## config.mk

```make
export PLATFORM = sky130hd
export DESIGN_NAME = button_cmd_scheduler
export DESIGN_NICKNAME = d
export VERILOG_FILES = /design/src/rtl/btn_sched_pkg.sv /design/src/rtl/debounce_channel.sv /design/src/rtl/button_cmd_scheduler.sv
export SDC_FILE = /design/constraint.sdc
export NUM_CORES = 1
export LEC_CHECK = 0
export ABC_CLOCK_PERIOD_IN_PS = 2510
export CORE_ASPECT_RATIO = 0.5
export CORE_UTILIZATION = 35
export CTS_CLUSTER_SIZE = 16
export DETAILED_ROUTE_END_ITERATION = 7
export GPL_ROUTABILITY_DRIVEN = 0
export PLACE_DENSITY = 0.56
export SLEW_MARGIN = 0
export SYNTH_ARGS = -nofsm -noshare
export SYNTH_HDL_FRONTEND = slang
export SYNTH_HIERARCHICAL = 1
export SYNTH_SLANG_ARGS = --single-unit
```

## constraint.sdc

```tcl
create_clock -name clk -period 2.51 [get_ports clk]
set_clock_uncertainty 0.2 [all_clocks]
set_input_delay 0.502 -clock clk [delete_from_list [all_inputs] [get_ports clk]]
set_output_delay 0.502 -clock clk [all_outputs]
set_load 0.05 [all_outputs]
```

## src/rtl/btn_sched_pkg.sv

```systemverilog
// Shared definitions for the button command scheduler: debounce FSM state
// encodings and a width helper used for cmd_id and the tick counter.
package btn_sched_pkg;

    typedef enum logic [1:0] {
        ST_IDLE    = 2'd0,
        ST_ARMING  = 2'd1,
        ST_HELD    = 2'd2,
        ST_RELEASE = 2'd3
    } btn_state_e;

    // Bits needed to hold the values 0..n-1, never less than one.
    function automatic int width_of(input int n);
        return (n <= 2) ? 1 : $clog2(n);
    endfunction

endpackage

```

## src/rtl/debounce_channel.sv

```systemverilog
// One button channel: 2-flop synchroniser, tick-driven debounce FSM and, when
// BTN_SCHED_REPEAT_EN is defined, an auto-repeat counter active while held.
module debounce_channel
    import btn_sched_pkg::*;
#(
    parameter int STABLE_TICKS = 4,
    parameter int REPEAT_TICKS = 256
) (
    input  logic clk,
    input  logic rst_n,
    input  logic tick,
    input  logic btn_raw,
    output logic level,
    output logic press
);

    localparam int CNT_W = width_of(STABLE_TICKS);

    if (STABLE_TICKS < 1 || REPEAT_TICKS < 1) begin : g_bad_cfg
        $error("debounce_channel: STABLE_TICKS and REPEAT_TICKS must be >= 1");
    end

    logic             sync1_q, sync2_q;
    btn_state_e       state_q, state_d;
    logic [CNT_W-1:0] cnt_q, cnt_d;
    logic             level_q, level_d;
    logic             press_q, press_d;

`ifdef BTN_SCHED_REPEAT_EN
    localparam int RPT_W = width_of(REPEAT_TICKS);
    logic [RPT_W-1:0] rpt_q, rpt_d;
`endif

    always_comb begin
        state_d = state_q;
        cnt_d   = cnt_q;
        level_d = level_q;
        press_d = 1'b0;
`ifdef BTN_SCHED_REPEAT_EN
        rpt_d   = rpt_q;
`endif
        if (tick) begin
            case (state_q)
                ST_IDLE: begin
                    if (sync2_q) begin
                        if (STABLE_TICKS == 1) begin
                            state_d = ST_HELD;
                            level_d = 1'b1;
                            press_d = 1'b1;
                        end else begin
                            state_d = ST_ARMING;
                            cnt_d   = CNT_W'(1);
                        end
                    end
                end
                ST_ARMING: begin
                    if (!sync2_q) begin
                        state_d = ST_IDLE;
                        cnt_d   = '0;
                    end else if (cnt_q == CNT_W'(STABLE_TICKS - 1)) begin
                        state_d = ST_HELD;
                        level_d = 1'b1;
                        press_d = 1'b1;
                        cnt_d   = '0;
                    end else begin
                        cnt_d = cnt_q + 1'b1;
                    end
                end
                ST_HELD: begin
                    if (!sync2_q) begin
                        if (STABLE_TICKS == 1) begin
                            state_d = ST_IDLE;
                            level_d = 1'b0;
                        end else begin
                            state_d = ST_RELEASE;
                            cnt_d   = CNT_W'(1);
                        end
                    end
`ifdef BTN_SCHED_REPEAT_EN
                    else if (rpt_q == RPT_W'(REPEAT_TICKS - 1)) begin
                        rpt_d   = '0;
                        press_d = 1'b1;
                    end else begin
                        rpt_d = rpt_q + 1'b1;
                    end
`endif
                end
                default: begin
                    if (sync2_q) begin
                        state_d = ST_HELD;
                        cnt_d   = '0;
                    end else if (cnt_q == CNT_W'(STABLE_TICKS - 1)) begin
                        state_d = ST_IDLE;
                        level_d = 1'b0;
                        cnt_d   = '0;
                    end else begin
                        cnt_d = cnt_q + 1'b1;
                    end
                end
            endcase
        end
`ifdef BTN_SCHED_REPEAT_EN
        // Any exit from HELD, even a one-tick glitch, restarts the repeat interval.
        if (state_d != ST_HELD) begin
            rpt_d = '0;
        end
`endif
    end

    always_ff @(posedge clk or negedge rst_n) begin
        if (!rst_n) begin
            sync1_q <= 1'b0;
            sync2_q <= 1'b0;
            state_q <= ST_IDLE;
            cnt_q   <= '0;
            level_q <= 1'b0;
            press_q <= 1'b0;
`ifdef BTN_SCHED_REPEAT_EN
            rpt_q   <= '0;
`endif
        end else begin
            sync1_q <= btn_raw;
            sync2_q <= sync1_q;
            state_q <= state_d;
            cnt_q   <= cnt_d;
            level_q <= level_d;
            press_q <= press_d;
`ifdef BTN_SCHED_REPEAT_EN
            rpt_q   <= rpt_d;
`endif
        end
    end

    assign level = level_q;
    assign press = press_q;

endmodule

```

## src/rtl/button_cmd_scheduler.sv

```systemverilog
// Debounces N_CH buttons on a shared sample tick and turns each press into a
// round-robin arbitrated command. Define BTN_SCHED_REPEAT_EN for auto-repeat.
module button_cmd_scheduler
    import btn_sched_pkg::*;
#(
    parameter int N_CH         = 4,
    parameter int TICK_DIV     = 1024,
    parameter int STABLE_TICKS = 4,
    parameter int REPEAT_TICKS = 256
) (
    input  logic                     clk,
    input  logic                     rst_n,
    input  logic [N_CH-1:0]          btn_raw,
    output logic [N_CH-1:0]          btn_level,
    output logic                     cmd_valid,
    output logic [$clog2(N_CH)-1:0]  cmd_id,
    input  logic                     cmd_ready,
    output logic [N_CH-1:0]          cmd_ovf
);

    localparam int ID_W   = width_of(N_CH);
    localparam int TICK_W = width_of(TICK_DIV);

    if (N_CH < 2 || TICK_DIV < 2) begin : g_bad_cfg
        $error("button_cmd_scheduler: N_CH and TICK_DIV must be >= 2");
    end

    logic [TICK_W-1:0] tick_cnt_q, tick_cnt_d;
    logic              tick;
    logic [N_CH-1:0]   press_w;
    logic [N_CH-1:0]   pending_q, pending_d;
    logic [N_CH-1:0]   ovf_q, ovf_d;
    logic [ID_W-1:0]   rr_ptr_q, rr_ptr_d;
    logic              cmd_valid_q, cmd_valid_d;
    logic [ID_W-1:0]   cmd_id_q, cmd_id_d;
    logic              load;
    logic              grant_found;
    logic [ID_W-1:0]   grant_idx;

    assign tick       = (tick_cnt_q == TICK_W'(TICK_DIV - 1));
    assign tick_cnt_d = tick ? '0 : tick_cnt_q + 1'b1;

    for (genvar g = 0; g < N_CH; g++) begin : g_ch
        debounce_channel #(
            .STABLE_TICKS (STABLE_TICKS),
            .REPEAT_TICKS (REPEAT_TICKS)
        ) u_ch (
            .clk     (clk),
            .rst_n   (rst_n),
            .tick    (tick),
            .btn_raw (btn_raw[g]),
            .level   (btn_level[g]),
            .press   (press_w[g])
        );
    end

    // Output handshake: cmd_valid/cmd_id are held stable until the cycle in
    // which cmd_valid & cmd_ready are both high; that cycle is the transfer.
    assign load = !cmd_valid_q || cmd_ready;

    always_comb begin
        int unsigned idx;
        idx         = 0;
        grant_found = 1'b0;
        grant_idx   = '0;
        for (int i = 0; i < N_CH; i++) begin
            idx = (int'(rr_ptr_q) + i) % N_CH;
            if (!grant_found && pending_q[ID_W'(idx)]) begin
                grant_found = 1'b1;
                grant_idx   = ID_W'(idx);
            end
        end
    end

    always_comb begin
        pending_d   = pending_q;
        ovf_d       = ovf_q;
        rr_ptr_d    = rr_ptr_q;
        cmd_valid_d = cmd_valid_q;
        cmd_id_d    = cmd_id_q;
        if (load) begin
            cmd_valid_d = grant_found;
            if (grant_found) begin
                cmd_id_d             = grant_idx;
                pending_d[grant_idx] = 1'b0;
                rr_ptr_d = (grant_idx == ID_W'(N_CH - 1)) ? '0 : grant_idx + 1'b1;
            end
        end
        // A new press overrides a same-cycle grant clear; only a press onto a
        // pending bit that is not being drained counts as dropped.
        for (int c = 0; c < N_CH; c++) begin
            if (press_w[c]) begin
                if (pending_q[c] && !(load && grant_found && grant_idx == ID_W'(c))) begin
                    ovf_d[c] = 1'b1;
                end
                pending_d[c] = 1'b1;
            end
        end
    end

    always_ff @(posedge clk or negedge rst_n) begin
        if (!rst_n) begin
            tick_cnt_q  <= '0;
            pending_q   <= '0;
            ovf_q       <= '0;
            rr_ptr_q    <= '0;
            cmd_valid_q <= 1'b0;
            cmd_id_q    <= '0;
        end else begin
            tick_cnt_q  <= tick_cnt_d;
            pending_q   <= pending_d;
            ovf_q       <= ovf_d;
            rr_ptr_q    <= rr_ptr_d;
            cmd_valid_q <= cmd_valid_d;
            cmd_id_q    <= cmd_id_d;
        end
    end

    assign cmd_valid = cmd_valid_q;
    assign cmd_id    = cmd_id_q;
    assign cmd_ovf   = ovf_q;

endmodule

```

==> impl_metrics.ini, run 1 <==
[clock_network]
clockRootBuffer = sky130_fd_sc_hd__clkbuf_16
clkSlewWorstSetupHoldPaths_ns = 0.07
cts_tree = built
number_of_cts_inserted_buffers = 5
cts.htree.levels = 2
max-clock-path-buffers = 2
total_clock_sinks = 55
insertion_delay_ns = 0.30

[detailed_routing]
vias = 1951
drt_iter0_drc = 125
ant_nets = 0
detail_route.wl_per_cell_um = 12.6
wirelength_mm = 4.88
drc_errors = 0
detailedRoute.firstPassIterationCount = 4
vias_per_cell = 5.04

[logic_synthesis]
post_synth_num_cell_types = 43
synthArstFlopShare_pct = 100
synth_sequential_area_ratio_pct = 49.2
synth_ff_type = sky130_fd_sc_hd__dfrtp_1
ys.warnings.count = 6
synth-edff-count = 0
syn-num-nets = 284
postSynthCellCount = 252
yosys_register_bits = 55
synth.cell_area_um2 = 2800
postSynthAreaPerCell_um2 = 11.1

[power]
power.switching_mw = 0.530
vdd_drop_max_mv = 0.296
share_clk_of_total_power_pct = 35.3
power.combinational.fraction_pct = 14.4
power_density_nw_per_um2 = 593
leakagePower_nw = 1.51
power.sequential.fraction_pct = 50.2
power_report.internal_total_mw = 1.41
p_sw_share_pct = 27.3

[finish]
regArea_um2 = 1380
mostFrequentLayoutCell = sky130_fd_sc_hd__dfrtp_1
footprint_of_the_multi_input_gates_um2 = 1370
layout.cell_area.non_filler_um2 = 3280
drive_above_1_share_pct = 10.8
mostFrequentLayoutCells = sky130_fd_sc_hd__dfrtp_1, sky130_fd_sc_hd__nor2_1, sky130_fd_sc_hd__ha_1
final_net_count = 310
num_antenna_cells = 0
layout-area-overhead-vs-synth_pct = 17.2
nFillCells = 726

[grt]
antenna_found_initial = 0
grt_start_max_net_pins = 34
grt_pass1_vias = 1927
globalRoute.totalOverflow = 0
grt_pass1_wl_mm = 8.64
grt.total_usage_pct = 13.3

[timing]
max_slew_margin_pct = 64.6
final_hold_viol_count = 0
highest_achievable_clock_rate_mhz = 431
grt_setup_unrepaired = false
count_of_final_setup_violators = 0
final_min_period_over_clock_period_pct = 92.4
maxSlewViolCount = 0
period_needed_ns = 2.32
worst_slew_pin_slew_ns = 0.531
tns_ns = 0

[die]
die_w_um = 128
fp.dieArea_um2 = 8380
core_region_area_um2 = 7540
row_count = 22
pin_count = 18
starting_density_of_the_core_pct = 37.1
fp.dieH_um = 65.2

[place]
placedInstanceArea_um2 = 3120
io_buffer_count = 17
detailedPlacementHpwl_mm = 3.55

[worst_hold_path]
hold_path.class = reg2reg

[worst_setup_path]
setup.worst_path.class = reg2reg
setup.worst_path.end_class = flop
master_of_the_slowest_instance_on_the_critical_path = sky130_fd_sc_hd__or4_1
startpoint_kind_of_the_worst_setup_timing_path = flop
critical_path.cell_chain = ha_1 -> and3_2 -> and4_1 -> buf_4 -> nand2_1 -> or4_1 -> a21oi_1 -> nor2_1
timing.critical_path.fanout_max = 7
cp_data_required_time_ns = 2.49
crit_path_max_incr_delay_ns = 0.44
worst_endpoint_data_arrival_time_ns = 2.30

[status]
result_of_the_run = complete, no violations

[job]
cap_violations = 0
==> synthesized netlist by cell type (3+ instances only) <==
cell type	instances	area [µm²]
sky130_fd_sc_hd__a22o_1	4	35.0
sky130_fd_sc_hd__a31oi_1	4	25.0
sky130_fd_sc_hd__xnor2_1	3	26.3
sky130_fd_sc_hd__or4_1	5	37.5
sky130_fd_sc_hd__inv_1	12	45.0
sky130_fd_sc_hd__nor2b_1	3	18.8
sky130_fd_sc_hd__or2_2	3	18.8
sky130_fd_sc_hd__and2_1	4	25.0
sky130_fd_sc_hd__ha_1	25	313
sky130_fd_sc_hd__mux2i_1	5	50.1
sky130_fd_sc_hd__a21o_1	4	30.0
sky130_fd_sc_hd__o21ai_0	5	25.0
sky130_fd_sc_hd__a21boi_0	3	22.5
sky130_fd_sc_hd__a21oi_1	17	85.1
sky130_fd_sc_hd__mux2_1	4	45.0
sky130_fd_sc_hd__nor2_1	25	93.8
sky130_fd_sc_hd__dfrtp_1	55	1380
sky130_fd_sc_hd__nand2b_1	3	18.8
sky130_fd_sc_hd__and4_1	3	26.3
sky130_fd_sc_hd__o32a_1	4	40.0
sky130_fd_sc_hd__nand3_1	5	25.0
sky130_fd_sc_hd__a21o_2	4	35.0
sky130_fd_sc_hd__nand2_1	16	60.1
sky130_fd_sc_hd__mux2_2	4	45.0
sky130_fd_sc_hd__or2_1	6	37.5
sky130_fd_sc_hd__a41oi_1	5	43.8
==> area by class of cell <==
type	instances	area share, %
clock buffer	5	3.82
inverter	12	1.37
multi-input combinational	183	41.7
sequential	55	42.0
clock inverter	3	0.610
tap	108	4.12
timing repair buffer	21	6.41
==> power by group through the flow <==
stage                     clock, mW  combinational (mW)  sequential, mW
after floorplan                   0               0.130            1.04
after global placement            0               0.281           0.989
after detailed placement          0               0.281           0.992
after CTS                     0.714               0.283           0.975
after global routing          0.755               0.307           0.982
final                         0.687               0.281           0.977
==> cell families after synthesis <==
group	share of synthesized area [%]
and+or+nand+nor	16.1
AOI/OAI and AO/OA	14.8
DFF	49.2
adders and majority gates	11.2
buffers and inverters	1.97
muxes	5.55
xor gates and xnor gates	1.25
==> timing repair <==
item                       4_1_cts  5_1_grt
hold endpoints to repair        22        0
buffers inserted                 0        0
setup endpoints to repair        0        4
hold buffers                     1        0
gates resized for setup          0        1
==> worst max-delay path: cells and delay by family (launching register included) <==
family	cells	cell delay, ns
AOI/OAI and AO/OA	1	0.16
adders and majority gates	1	0.22
buffers and inverters	1	0.16
DFF	1	0.42
and+or+nand+nor	5	1.05
==> stage by stage <==
step	hold WS [ns]	cells	power, mW	worst slack (ns)	util (%)
after global routing	0.160	387	2.04	0.0465	43.5
after CTS	0.151	387	1.97	0.152	43.5
after floorplan	0.00641	252	1.17	0.171	-
after global placement	0.132	378	1.27	0.221	41.4
final	0.149	387	1.95	0.190	43.5
after detailed placement	0.136	378	1.27	0.171	41.4
==> metal layers <==
| metal | global-route usage, % | vias up | share of wire, % |
|---|---|---|---|
| li1 | - | 953 | - |
| met1 | 16.4 | 963 | 48 |
| met2 | 22.0 | 27 | 47 |
| met3 | 3.58 | 8 | 3.8 |
| met4 | 6.47 | 0 | 1.8 |
| met5 | 0 | - | 0 |
==> final timing paths <==
kind	startpoint	to	slack, ns	depth (start not counted)
worst max-delay path	tick_cnt_q[0]	g_ch[0].u_ch/level	0.19	8
worst min-delay path	g_ch[0].u_ch/sync1_q	g_ch[0].u_ch/sync2_q	0.15	0
worst max register to register	tick_cnt_q[0]	g_ch[0].u_ch/level	0.19	8
worst min register to register	g_ch[0].u_ch/sync1_q	g_ch[0].u_ch/sync2_q	0.15	0
max in group asynchronous	rst_n	g_ch[3].u_ch/level	1.04	3
min in group asynchronous	rst_n	tick_cnt_q[1]	0.52	2
==> sequential cells by signal (all words and copies together) (netlist names), named ones only <==
name / cells
rr_ptr_q: 2
cmd_id: 2
g_ch.u_ch/press: 4
g_ch.u_ch/sync1_q: 4
g_ch.u_ch/cnt_q: 8
g_ch.u_ch/level: 4
cmd_valid: 1
cmd_ovf: 4
g_ch.u_ch/sync2_q: 4
pending_q: 4
tick_cnt_q: 10
g_ch.u_ch/state_q: 4
(Power assumes the default switching activity.)
==> run 2: changes to the inputs <==
--- a/config.mk
+++ b/config.mk
@@ -6,6 +6,7 @@
 export NUM_CORES = 1
 export LEC_CHECK = 0
 export ABC_CLOCK_PERIOD_IN_PS = 2510
+export CAP_MARGIN = 20
 export CORE_ASPECT_RATIO = 0.5
 export CORE_UTILIZATION = 35
 export CTS_CLUSTER_SIZE = 16
==> results of run 2 <==
Final layout, timing and power as in run 1 (identical DEF).
